[src/rtl/nand_io_pkg.sv]
// Shared types and constants for the NAND input conditioning stage.
package nand_io_pkg;

  typedef enum logic {
    STABLE  = 1'b0,
    PENDING = 1'b1
  } ch_state_t;

  localparam int unsigned SYNC_STAGES_D   = 2;
  localparam int unsigned STABLE_CYCLES_D = 16;

  // Counter must hold values up to STABLE_CYCLES.
  function automatic int unsigned cnt_width(input int unsigned stable_cycles);
    return (stable_cycles < 1) ? 1 : $clog2(stable_cycles + 1);
  endfunction

endpackage

[src/rtl/nand_input_conditioner_if.sv]
// Raw pad inputs and conditioned level/pulse outputs of the input conditioner.
interface nand_input_conditioner_if #(
  parameter int unsigned N_CH = 2
) ();

  logic [N_CH-1:0] raw_in;
  logic [N_CH-1:0] clean_out;
  logic [N_CH-1:0] rise_pulse;
  logic [N_CH-1:0] fall_pulse;
  logic            settled;

  modport master (
    output raw_in,
    input  clean_out,
    input  rise_pulse,
    input  fall_pulse,
    input  settled
  );

  modport slave (
    input  raw_in,
    output clean_out,
    output rise_pulse,
    output fall_pulse,
    output settled
  );

endinterface

[src/rtl/debounce_channel.sv]
// One input channel: multi-flop synchronizer, STABLE/PENDING debouncer and
// registered rise/fall pulses gated by the caller's pulse enable.
module debounce_channel
  import nand_io_pkg::*;
#(
  parameter int unsigned SYNC_STAGES   = SYNC_STAGES_D,
  parameter int unsigned STABLE_CYCLES = STABLE_CYCLES_D
) (
  input  logic clk,
  input  logic rst,
  input  logic raw_in,
  input  logic pulse_en,
  output logic clean,
  output logic rise,
  output logic fall,
  output logic pending_c
);

  localparam int unsigned CW = cnt_width(STABLE_CYCLES);
  localparam logic [CW-1:0] CNT_LAST = CW'(STABLE_CYCLES - 1);

  logic [SYNC_STAGES-1:0] sync_q, sync_d;
  ch_state_t              state_q, state_d;
  logic [CW-1:0]          cnt_q, cnt_d;
  logic                   clean_q, clean_d;
  logic                   rise_q, rise_d;
  logic                   fall_q, fall_d;
  logic                   sync_lvl;
  logic                   commit;

  assign sync_lvl = sync_q[SYNC_STAGES-1];

  always_comb begin
    sync_d  = {sync_q[SYNC_STAGES-2:0], raw_in};
    state_d = state_q;
    cnt_d   = cnt_q;
    clean_d = clean_q;
    rise_d  = 1'b0;
    fall_d  = 1'b0;
    commit  = 1'b0;

    case (state_q)
      STABLE: begin
        cnt_d = '0;
        if (sync_lvl != clean_q) begin
          if (STABLE_CYCLES == 1) begin
            commit = 1'b1;
          end else begin
            state_d = PENDING;
            cnt_d   = CW'(1);
          end
        end
      end
      PENDING: begin
        if (sync_lvl == clean_q) begin
          state_d = STABLE;
          cnt_d   = '0;
        end else if (cnt_q == CNT_LAST) begin
          commit = 1'b1;
        end else begin
          cnt_d = cnt_q + CW'(1);
        end
      end
      default: begin
        state_d = STABLE;
        cnt_d   = '0;
      end
    endcase

    // Accept the new level; pulses only once the power-up hold-off is over.
    if (commit) begin
      clean_d = sync_lvl;
      state_d = STABLE;
      cnt_d   = '0;
      rise_d  = pulse_en & sync_lvl;
      fall_d  = pulse_en & ~sync_lvl;
    end
  end

  always_ff @(posedge clk) begin
    if (rst) begin
      sync_q  <= '0;
      state_q <= STABLE;
      cnt_q   <= '0;
      clean_q <= 1'b0;
      rise_q  <= 1'b0;
      fall_q  <= 1'b0;
    end else begin
      sync_q  <= sync_d;
      state_q <= state_d;
      cnt_q   <= cnt_d;
      clean_q <= clean_d;
      rise_q  <= rise_d;
      fall_q  <= fall_d;
    end
  end

  assign clean     = clean_q;
  assign rise      = rise_q;
  assign fall      = fall_q;
  assign pending_c = (state_q == PENDING);

endmodule

[src/rtl/nand_input_conditioner.sv]
// Conditions the raw pad inputs feeding the NAND gate: per-channel debouncers
// plus a shared power-up hold-off that masks pulses and drives settled.
module nand_input_conditioner
  import nand_io_pkg::*;
#(
  parameter int unsigned N_CH          = 2,
  parameter int unsigned SYNC_STAGES   = SYNC_STAGES_D,
  parameter int unsigned STABLE_CYCLES = STABLE_CYCLES_D
) (
  input  logic                     clk,
  input  logic                     rst,
  nand_input_conditioner_if.slave  io
);

  localparam int unsigned HOLD = SYNC_STAGES + STABLE_CYCLES + 1;
  localparam int unsigned HW   = $clog2(HOLD + 1);

  logic [HW-1:0]   hold_cnt_q, hold_cnt_d;
  logic            holdoff_done_q, holdoff_done_d;
  logic            settled_q, settled_d;
  logic [N_CH-1:0] clean_w;
  logic [N_CH-1:0] rise_w;
  logic [N_CH-1:0] fall_w;
  logic [N_CH-1:0] pending_w;

  for (genvar i = 0; i < N_CH; i++) begin : g_ch
    debounce_channel #(
      .SYNC_STAGES   (SYNC_STAGES),
      .STABLE_CYCLES (STABLE_CYCLES)
    ) u_ch (
      .clk       (clk),
      .rst       (rst),
      .raw_in    (io.raw_in[i]),
      .pulse_en  (holdoff_done_q),
      .clean     (clean_w[i]),
      .rise      (rise_w[i]),
      .fall      (fall_w[i]),
      .pending_c (pending_w[i])
    );
  end

  // Hold-off counter freezes once done; done is sticky until reset.
  always_comb begin
    hold_cnt_d     = hold_cnt_q;
    holdoff_done_d = holdoff_done_q;
    if (!holdoff_done_q) begin
      hold_cnt_d = hold_cnt_q + HW'(1);
      if (hold_cnt_q == HW'(HOLD - 1)) begin
        holdoff_done_d = 1'b1;
      end
    end
    settled_d = holdoff_done_q & ~(|pending_w);
  end

  always_ff @(posedge clk) begin
    if (rst) begin
      hold_cnt_q     <= '0;
      holdoff_done_q <= 1'b0;
      settled_q      <= 1'b0;
    end else begin
      hold_cnt_q     <= hold_cnt_d;
      holdoff_done_q <= holdoff_done_d;
      settled_q      <= settled_d;
    end
  end

  assign io.clean_out  = clean_w;
  assign io.rise_pulse = rise_w;
  assign io.fall_pulse = fall_w;
  assign io.settled    = settled_q;

endmodule

[src/flat_wrapper.sv]
// flat-port wrapper written by rule: the top's interface ports become plain ports
module nand_input_conditioner_flat import nand_io_pkg::*;
#(
  parameter int unsigned N_CH          = 2,
  parameter int unsigned SYNC_STAGES   = SYNC_STAGES_D,
  parameter int unsigned STABLE_CYCLES = STABLE_CYCLES_D
)
  (clk, rst, io_raw_in, io_clean_out, io_rise_pulse, io_fall_pulse, io_settled);
  nand_input_conditioner_if #(.N_CH(N_CH)) io_i ();
  input  logic clk;
  input  logic rst;
  input wire logic [$bits(io_i.raw_in)-1:0] io_raw_in;
  output wire logic [$bits(io_i.clean_out)-1:0] io_clean_out;
  output wire logic [$bits(io_i.rise_pulse)-1:0] io_rise_pulse;
  output wire logic [$bits(io_i.fall_pulse)-1:0] io_fall_pulse;
  output wire logic [$bits(io_i.settled)-1:0] io_settled;
  assign io_i.raw_in = io_raw_in;
  assign io_clean_out = io_i.clean_out;
  assign io_rise_pulse = io_i.rise_pulse;
  assign io_fall_pulse = io_i.fall_pulse;
  assign io_settled = io_i.settled;
  nand_input_conditioner #(.N_CH(N_CH), .SYNC_STAGES(SYNC_STAGES), .STABLE_CYCLES(STABLE_CYCLES)) u_core (.clk(clk), .rst(rst), .io(io_i));
endmodule
[config.mk]
export PLATFORM = sky130hd
export DESIGN_NAME = nand_input_conditioner_flat
export DESIGN_NICKNAME = d
export VERILOG_FILES = /design/src/rtl/nand_io_pkg.sv /design/src/rtl/nand_input_conditioner_if.sv /design/src/rtl/debounce_channel.sv /design/src/rtl/nand_input_conditioner.sv /design/src/flat_wrapper.sv
export SDC_FILE = /design/constraint.sdc
export NUM_CORES = 1
export LEC_CHECK = 0
export ABC_AREA = 1
export CAP_MARGIN = 10
export CORE_ASPECT_RATIO = 1.4
export CORE_MARGIN = 1.5
export CORE_UTILIZATION = 56
export DETAILED_ROUTE_END_ITERATION = 12
export GPL_ROUTABILITY_DRIVEN = 0
export PLACE_DENSITY = 0.78
export SLEW_MARGIN = 10
export SYNTH_ARGS = -nofsm -noshare
export SYNTH_HDL_FRONTEND = slang
export SYNTH_SLANG_ARGS = --single-unit
[constraint.sdc]
create_clock -name clk -period 3 [get_ports clk]
set_input_delay 0.9 -clock clk [delete_from_list [all_inputs] [get_ports clk]]
set_output_delay 0.9 -clock clk [all_outputs]
set_load 0.03 [all_outputs]
==> results of run 1 <==
-- registers in the layout (all words and copies together), names as in the netlist --
register	count
u_core.g_ch.u_ch.clean	2
u_core.g_ch.u_ch.sync_q	4
u_core.holdoff_done_q	1
u_core.g_ch.u_ch.rise	2
u_core.g_ch.u_ch.cnt_q	10
u_core.g_ch.u_ch.pending_c	2
u_core.hold_cnt_q	5
u_core.g_ch.u_ch.fall	2
u_core.io.settled	1
-- stage by stage --
| stage | hold slack, ns | utilization (%) | cell area (um^2) | cells | setup slack, ns |
|---|---|---|---|---|---|
| global placement | 0.3936 | 63.03 | 1259 | 162 | 0.9335 |
| floorplan | 0.3883 | - | 1194 | 139 | 1.474 |
| global route | 0.4347 | 66.54 | 1329 | 170 | 0.6010 |
| finish | 0.4074 | 66.54 | 1329 | 170 | 0.6491 |
| CTS | 0.4173 | 66.54 | 1329 | 170 | 0.6274 |
| detailed placement | 0.4047 | 63.03 | 1259 | 162 | 0.9097 |
-- power by group through the flow --
stage          clock network [W]  registers, W  logic (W)
2_1_floorplan                  0      0.000406  0.0000173
3_3_place_gp                   0      0.000408  0.0000213
3_5_place_dp                   0      0.000408  0.0000228
4_1_cts                 0.000276      0.000399  0.0000230
5_1_grt                 0.000295      0.000401  0.0000257
6_report                0.000267      0.000399  0.0000226
-- area by class of cell --
class,instances,area [um^2],share of cell area [%]
Inverter,23,86.33,6.497
Clock inverter,1,5.005,0.3766
Clock buffer,7,65.06,4.896
Multi-Input combinational cell,79,465.4,35.03
Sequential cell,29,580.6,43.69
Timing Repair Buffer,10,100.1,7.533
Tap cell,21,26.28,1.977
-- path summary, 6_finish.rpt --
path | start | to | slack (ns)
hold / removal | u_core.g_ch[0].u_ch.sync_q[0] | u_core.g_ch[0].u_ch.sync_q[1] | 0.41
setup reg to reg | u_core.g_ch[1].u_ch.cnt_q[0] | u_core.g_ch[1].u_ch.cnt_q[3] | 1.44
setup / recovery | u_core.g_ch[1].u_ch.clean | io_clean_out[1] | 0.65
hold reg to reg | u_core.g_ch[0].u_ch.sync_q[0] | u_core.g_ch[0].u_ch.sync_q[1] | 0.41
-- cells in the mapped netlist, drive strengths merged --
cell | instances | area [um^2]
xnor2 | 1 | 8.760
o21ai | 1 | 5.000
nor3 | 3 | 20.02
and2 | 1 | 6.260
dfxtp | 29 | 580.6
nor2 | 21 | 78.83
nand4 | 6 | 50.04
buf | 8 | 61.30
xor2 | 4 | 42.55
o211ai | 1 | 7.510
a21oi | 5 | 25.02
and3 | 3 | 18.77
nor4 | 1 | 12.51
nand2 | 18 | 70.07
ha | 6 | 75.07
nand3 | 7 | 35.03
inv | 23 | 86.33
mux2i | 1 | 10.01
-- cells by family after synthesis --
kind of cell | share of synthesized area [%]
AOI/OAI and AO/OA | 3.144
DFF | 48.64
and+or+nand+nor | 24.42
adders and majority gates | 6.289
xor gates and xnor gates | 4.299
buffers and inverters | 12.37
muxes | 0.8386
-- metal layers --
metal | wire, um | GRT usage (%) | vias to the layer above
met5 | 0 | 0 | -
met4 | 31 | 9.375 | 0
met3 | 93 | 9.346 | 6
met2 | 1018 | 29.91 | 13
met1 | 720 | 17.03 | 392
li1 | - | - | 450
==> run summary, run 1 <==
status -> complete, no violations
post-cts gate resize count -> 0
share of layout cells above drive strength 1 -> 12.08%
area of the mapped netlist -> 1194 um^2
Leakage -> 0.5663 nW
vias per cell -> 5.065
Final min period -> 2.351 ns
Worst-Skew Late Latency -> 0.33 ns
Rel. slew slack -> 79.43%
max-cap viol count -> 0
sw frac -> 21.88%
Max Slew Vio Count -> 0
Net Switching -> 0.0001506 W
peak fanout along the critical path -> 3
Nets -> 158
CTS Buf Count -> 5
DR pass1 iterations -> 4
FMAX -> 0.4254 GHz
DP HPWL -> 1412 um
Die Span X -> 42.02 um
critical path type -> reg2out
setup TNS -> 0 ns
vias in the first global route -> 780
first-pass GRT wire length -> 3049 um
GRT Util Overall -> 17.57%
antenna-violating nets left -> 0
Initial Util -> 59.77%
Clock Path Buffers -> 2
grt total ovfl -> 0
CP max stage delay -> 0.70 ns
R2R depth -> 7
Setup Skew -> 0.002813 ns
total chip power -> 0.0006887 W
final hold violation count -> 0
critical path cell sequence -> clkdlybuf4s50_1
CTS H-Tree Depth -> 2
RSZ-0062 raised after global routing -> false
Crit path arrival time -> 1.45 ns
hold path depth -> 2
crit start category -> flip-flop
total core area -> 1997 um^2
synth warn -> 0
post-synthesis register bit count -> 29
clk slew on worst S/H paths -> 0.09 ns
cts hold-fix bufs -> 0
drt first-iter violations -> 18
Post-CTS Setup Inserts -> 0
DIE HEIGHT -> 57.63 um
num ports -> 11
CTS Sinks -> 29
FP Rows -> 19
CTS tree -> done
Seq/Total Area, Yosys -> 48.64%
Slowest-stage cell, CP -> clkdlybuf4s50_1
largest net degree at the start of global routing -> 12
final wirelength -> 1864 um
Power Density -> 518.3 nW/um^2
final routed DRC violation total -> 0
full die area -> 2421 um^2
CP delay by family, top -> buffers and inverters
Reg power frac -> 58.0%
antenna violations before repair -> 0
Pint -> 0.0005380 W
Least-Margin Pin Slew -> 0.3075 ns
Comb power frac -> 3.3%
Hold Crit Class -> reg2reg
Vias -> 861
CP Capture Type -> primary output
Syn-to-layout area delta -> 11.32%
post-DR wirelength/cell -> 10.96 um
Avg Cell Area, Syn -> 8.587 um^2
commonest cells after routing, fill and taps aside -> 29 x dfxtp_1, 21 x nor2_1, 19 x inv_1
clock power share -> 38.7%
root buffer cell -> clkbuf_4
Ant. Diodes -> 0
fill cell count -> 191
period utilization -> 78.37%
Post-Synthesis Cells -> 139
post-synth cell types -> 25
setup violators final -> 0
worst vdd ir -> 437.4 uV
CP Data Required Time -> 2.10 ns
most common cell after layout, fill and taps aside -> dfxtp_1
syn nets -> 149
PortBufs -> 10
CP Buf/Inv Count -> 1
critical path depth -> 1
Power figures use the tool's default switching activity.
==> run 2, diff against run 1 <==
--- a/config.mk
+++ b/config.mk
@@ -9,10 +9,10 @@
 export CAP_MARGIN = 10
 export CORE_ASPECT_RATIO = 1.4
 export CORE_MARGIN = 1.5
-export CORE_UTILIZATION = 56
+export CORE_UTILIZATION = 54
 export DETAILED_ROUTE_END_ITERATION = 12
 export GPL_ROUTABILITY_DRIVEN = 0
-export PLACE_DENSITY = 0.78
+export PLACE_DENSITY = 0.76
 export SLEW_MARGIN = 10
 export SYNTH_ARGS = -nofsm -noshare
 export SYNTH_HDL_FRONTEND = slang
==> constraint.sdc (replaced) <==
create_clock -name clk -period 2.4 [get_ports clk]
set_input_delay 0.72 -clock clk [delete_from_list [all_inputs] [get_ports clk]]
set_output_delay 0.72 -clock clk [all_outputs]
set_load 0.03 [all_outputs]
==> run summary, run 2 (same netlist as run 1, synthesis figures left out) <==
full die area -> 2506 um^2 (+3.5%)
CTS Buf Count -> 5 (unchanged)
peak fanout along the critical path -> 3 (unchanged)
CP Capture Type -> primary output
grt total ovfl -> 0 (unchanged)
total core area -> 2127 um^2 (+6.5%)
post-cts gate resize count -> 0 (unchanged)
max FFs per register -> 10 (unchanged)
CP delay by family, top -> buffers and inverters
final routed DRC violation total -> 0 (unchanged)
worst slack at placement -> 0.4777 ns (-0.4320 ns)
FP Rows -> 20 (+1)
fill cell count -> 193 (+1.0%)
GRT Util Overall -> 17.41% (-0.16 points)
Final min period -> 2.150 ns
setup TNS -> 0 ns (unchanged)
Top reg by flops -> u_core.g_ch.u_ch.cnt_q
CP Data Required Time -> 1.68 ns (-0.42 ns)
Final Worst Setup Slack -> 0.2501 ns (-0.3990 ns)
Worst-Skew Late Latency -> 0.33 ns (about the same)
PortBufs -> 10 (unchanged)
DR pass1 iterations -> 3 (-1)
Initial Util -> 56.12% (-3.7 points)
RSZ-0062 raised after global routing -> false
Nets -> 158 (unchanged)
FMAX -> 0.4651 GHz
Hold Crit Class -> reg2reg
post-DR wirelength/cell -> 10.66 um (-2.7%)
Rel. slew slack -> 78.81% (-0.63 points)
Max Slew Vio Count -> 0 (unchanged)
Leakage -> 0.5563 nW (-1.8%)
DIE HEIGHT -> 58.63 um (+1.7%)
CTS tree -> done
Power Density -> 620.5 nW/um^2 (+20%)
CP Buf/Inv Count -> 1 (unchanged)
commonest cells after routing, fill and taps aside -> 29 x dfxtp_1, 21 x nor2_1, 19 x inv_1
Vias -> 836 (-2.9%)
most common cell after layout, fill and taps aside -> dfxtp_1
Die Span X -> 42.74 um (+1.7%)
final hold violation count -> 0 (unchanged)
antenna-violating nets left -> 0 (unchanged)
critical path cell sequence -> clkdlybuf4s50_1
antenna violations before repair -> 0 (unchanged)
status -> complete, no violations
clk slew on worst S/H paths -> 0.08 ns (about the same)
post-layout util -> 61.82% (-4.7 points)
critical path type -> reg2out
Slowest-stage cell, CP -> clkdlybuf4s50_1
cts hold-fix bufs -> 0 (unchanged)
Crit path arrival time -> 1.43 ns (-0.02 ns)
Least-Margin Pin Slew -> 0.3169 ns (+0.009368 ns)
crit start category -> flip-flop
final wirelength -> 1813 um (-2.7%)
period utilization -> 89.58%
root buffer cell -> clkbuf_4
Ant. Diodes -> 0 (unchanged)
CTS Sinks -> 29 (unchanged)
CTS H-Tree Depth -> 2 (unchanged)
Syn-to-layout area delta -> 10.17%
share of layout cells above drive strength 1 -> 10.81% (-1.3 points)
drt first-iter violations -> 21 (+3)
worst vdd ir -> 348.6 uV (-20%)
Post-CTS Setup Inserts -> 0 (unchanged)
DP HPWL -> 1358 um (-3.8%)
max-cap viol count -> 0 (unchanged)
Clock Path Buffers -> 2 (unchanged)
Top Registers -> u_core.g_ch.u_ch.cnt_q x10, u_core.hold_cnt_q x5, u_core.g_ch.u_ch.sync_q x4
vias in the first global route -> 766 (-1.8%)
num ports -> 11 (unchanged)
CP max stage delay -> 0.70 ns (about the same)
largest net degree at the start of global routing -> 12 (unchanged)
Setup Skew -> 0.005991 ns (+0.003178 ns)
setup violators final -> 0 (unchanged)
vias per cell -> 4.918 (-2.9%)
first-pass GRT wire length -> 3118 um (+2.3%)
## run 2: metal layers
layer  up-vias  track usage [%]  wire length (um)
li1        448                -                 -
met1       369            17.22               766
met2        13            28.79               910
met3         6            7.362                79
met4         0            12.50                56
met5         -                0                 0
## run 2: final timing paths
path | slack [ns] | startpoint | depth (start not counted) | end
worst min-delay path | 0.41 | u_core.g_ch[0].u_ch.sync_q[0] | 2 | u_core.g_ch[0].u_ch.sync_q[1]
worst max-delay path | 0.25 | u_core.g_ch[1].u_ch.clean | 1 | io_clean_out[1]
worst min register to register | 0.41 | u_core.g_ch[0].u_ch.sync_q[0] | 2 | u_core.g_ch[0].u_ch.sync_q[1]
worst max register to register | 0.88 | u_core.g_ch[1].u_ch.cnt_q[0] | 8 | u_core.g_ch[1].u_ch.cnt_q[2]
## run 2: final cells by class
type                    count  area, um^2  area share, %
inverters                  23       86.33          6.565
clock buffers               7       55.05          4.186
well taps                  22       27.53          2.093
repair buffers             10       100.1          7.612
flip-flops and latches     29       580.6          44.15
multi-input cells          79       465.4          35.39
## run 2: where the power goes
part / leakage, nW / internal (W) / switching [W]
clock network: 0.0314 / 0.000138 / 0.000152
registers: 0.235 / 0.000490 / 0.00000889
logic: 0.290 / 0.0000125 / 0.0000148
## run 2: stage by stage
stage / cell area, um^2 / instances / hold slack [ns] / power (W)
after floorplan: 1194 / 139 / 0.3883 / 0.0005297
after global placement: 1260 / 163 / 0.3915 / 0.0005357
after detailed placement: 1260 / 163 / 0.4004 / 0.0005377
after CTS: 1315 / 170 / 0.4140 / 0.0008267
after global routing: 1315 / 170 / 0.4429 / 0.0008524
final: 1315 / 170 / 0.4084 / 0.0008159
==> run 3, diff against run 2 <==
--- a/config.mk
+++ b/config.mk
@@ -10,6 +10,7 @@
 export CORE_ASPECT_RATIO = 1.4
 export CORE_MARGIN = 1.5
 export CORE_UTILIZATION = 54
+export CTS_CLUSTER_DIAMETER = 120
 export DETAILED_ROUTE_END_ITERATION = 12
 export GPL_ROUTABILITY_DRIVEN = 0
 export PLACE_DENSITY = 0.76
==> results of run 3 <==
Final layout, timing and power as in run 2 (identical DEF).
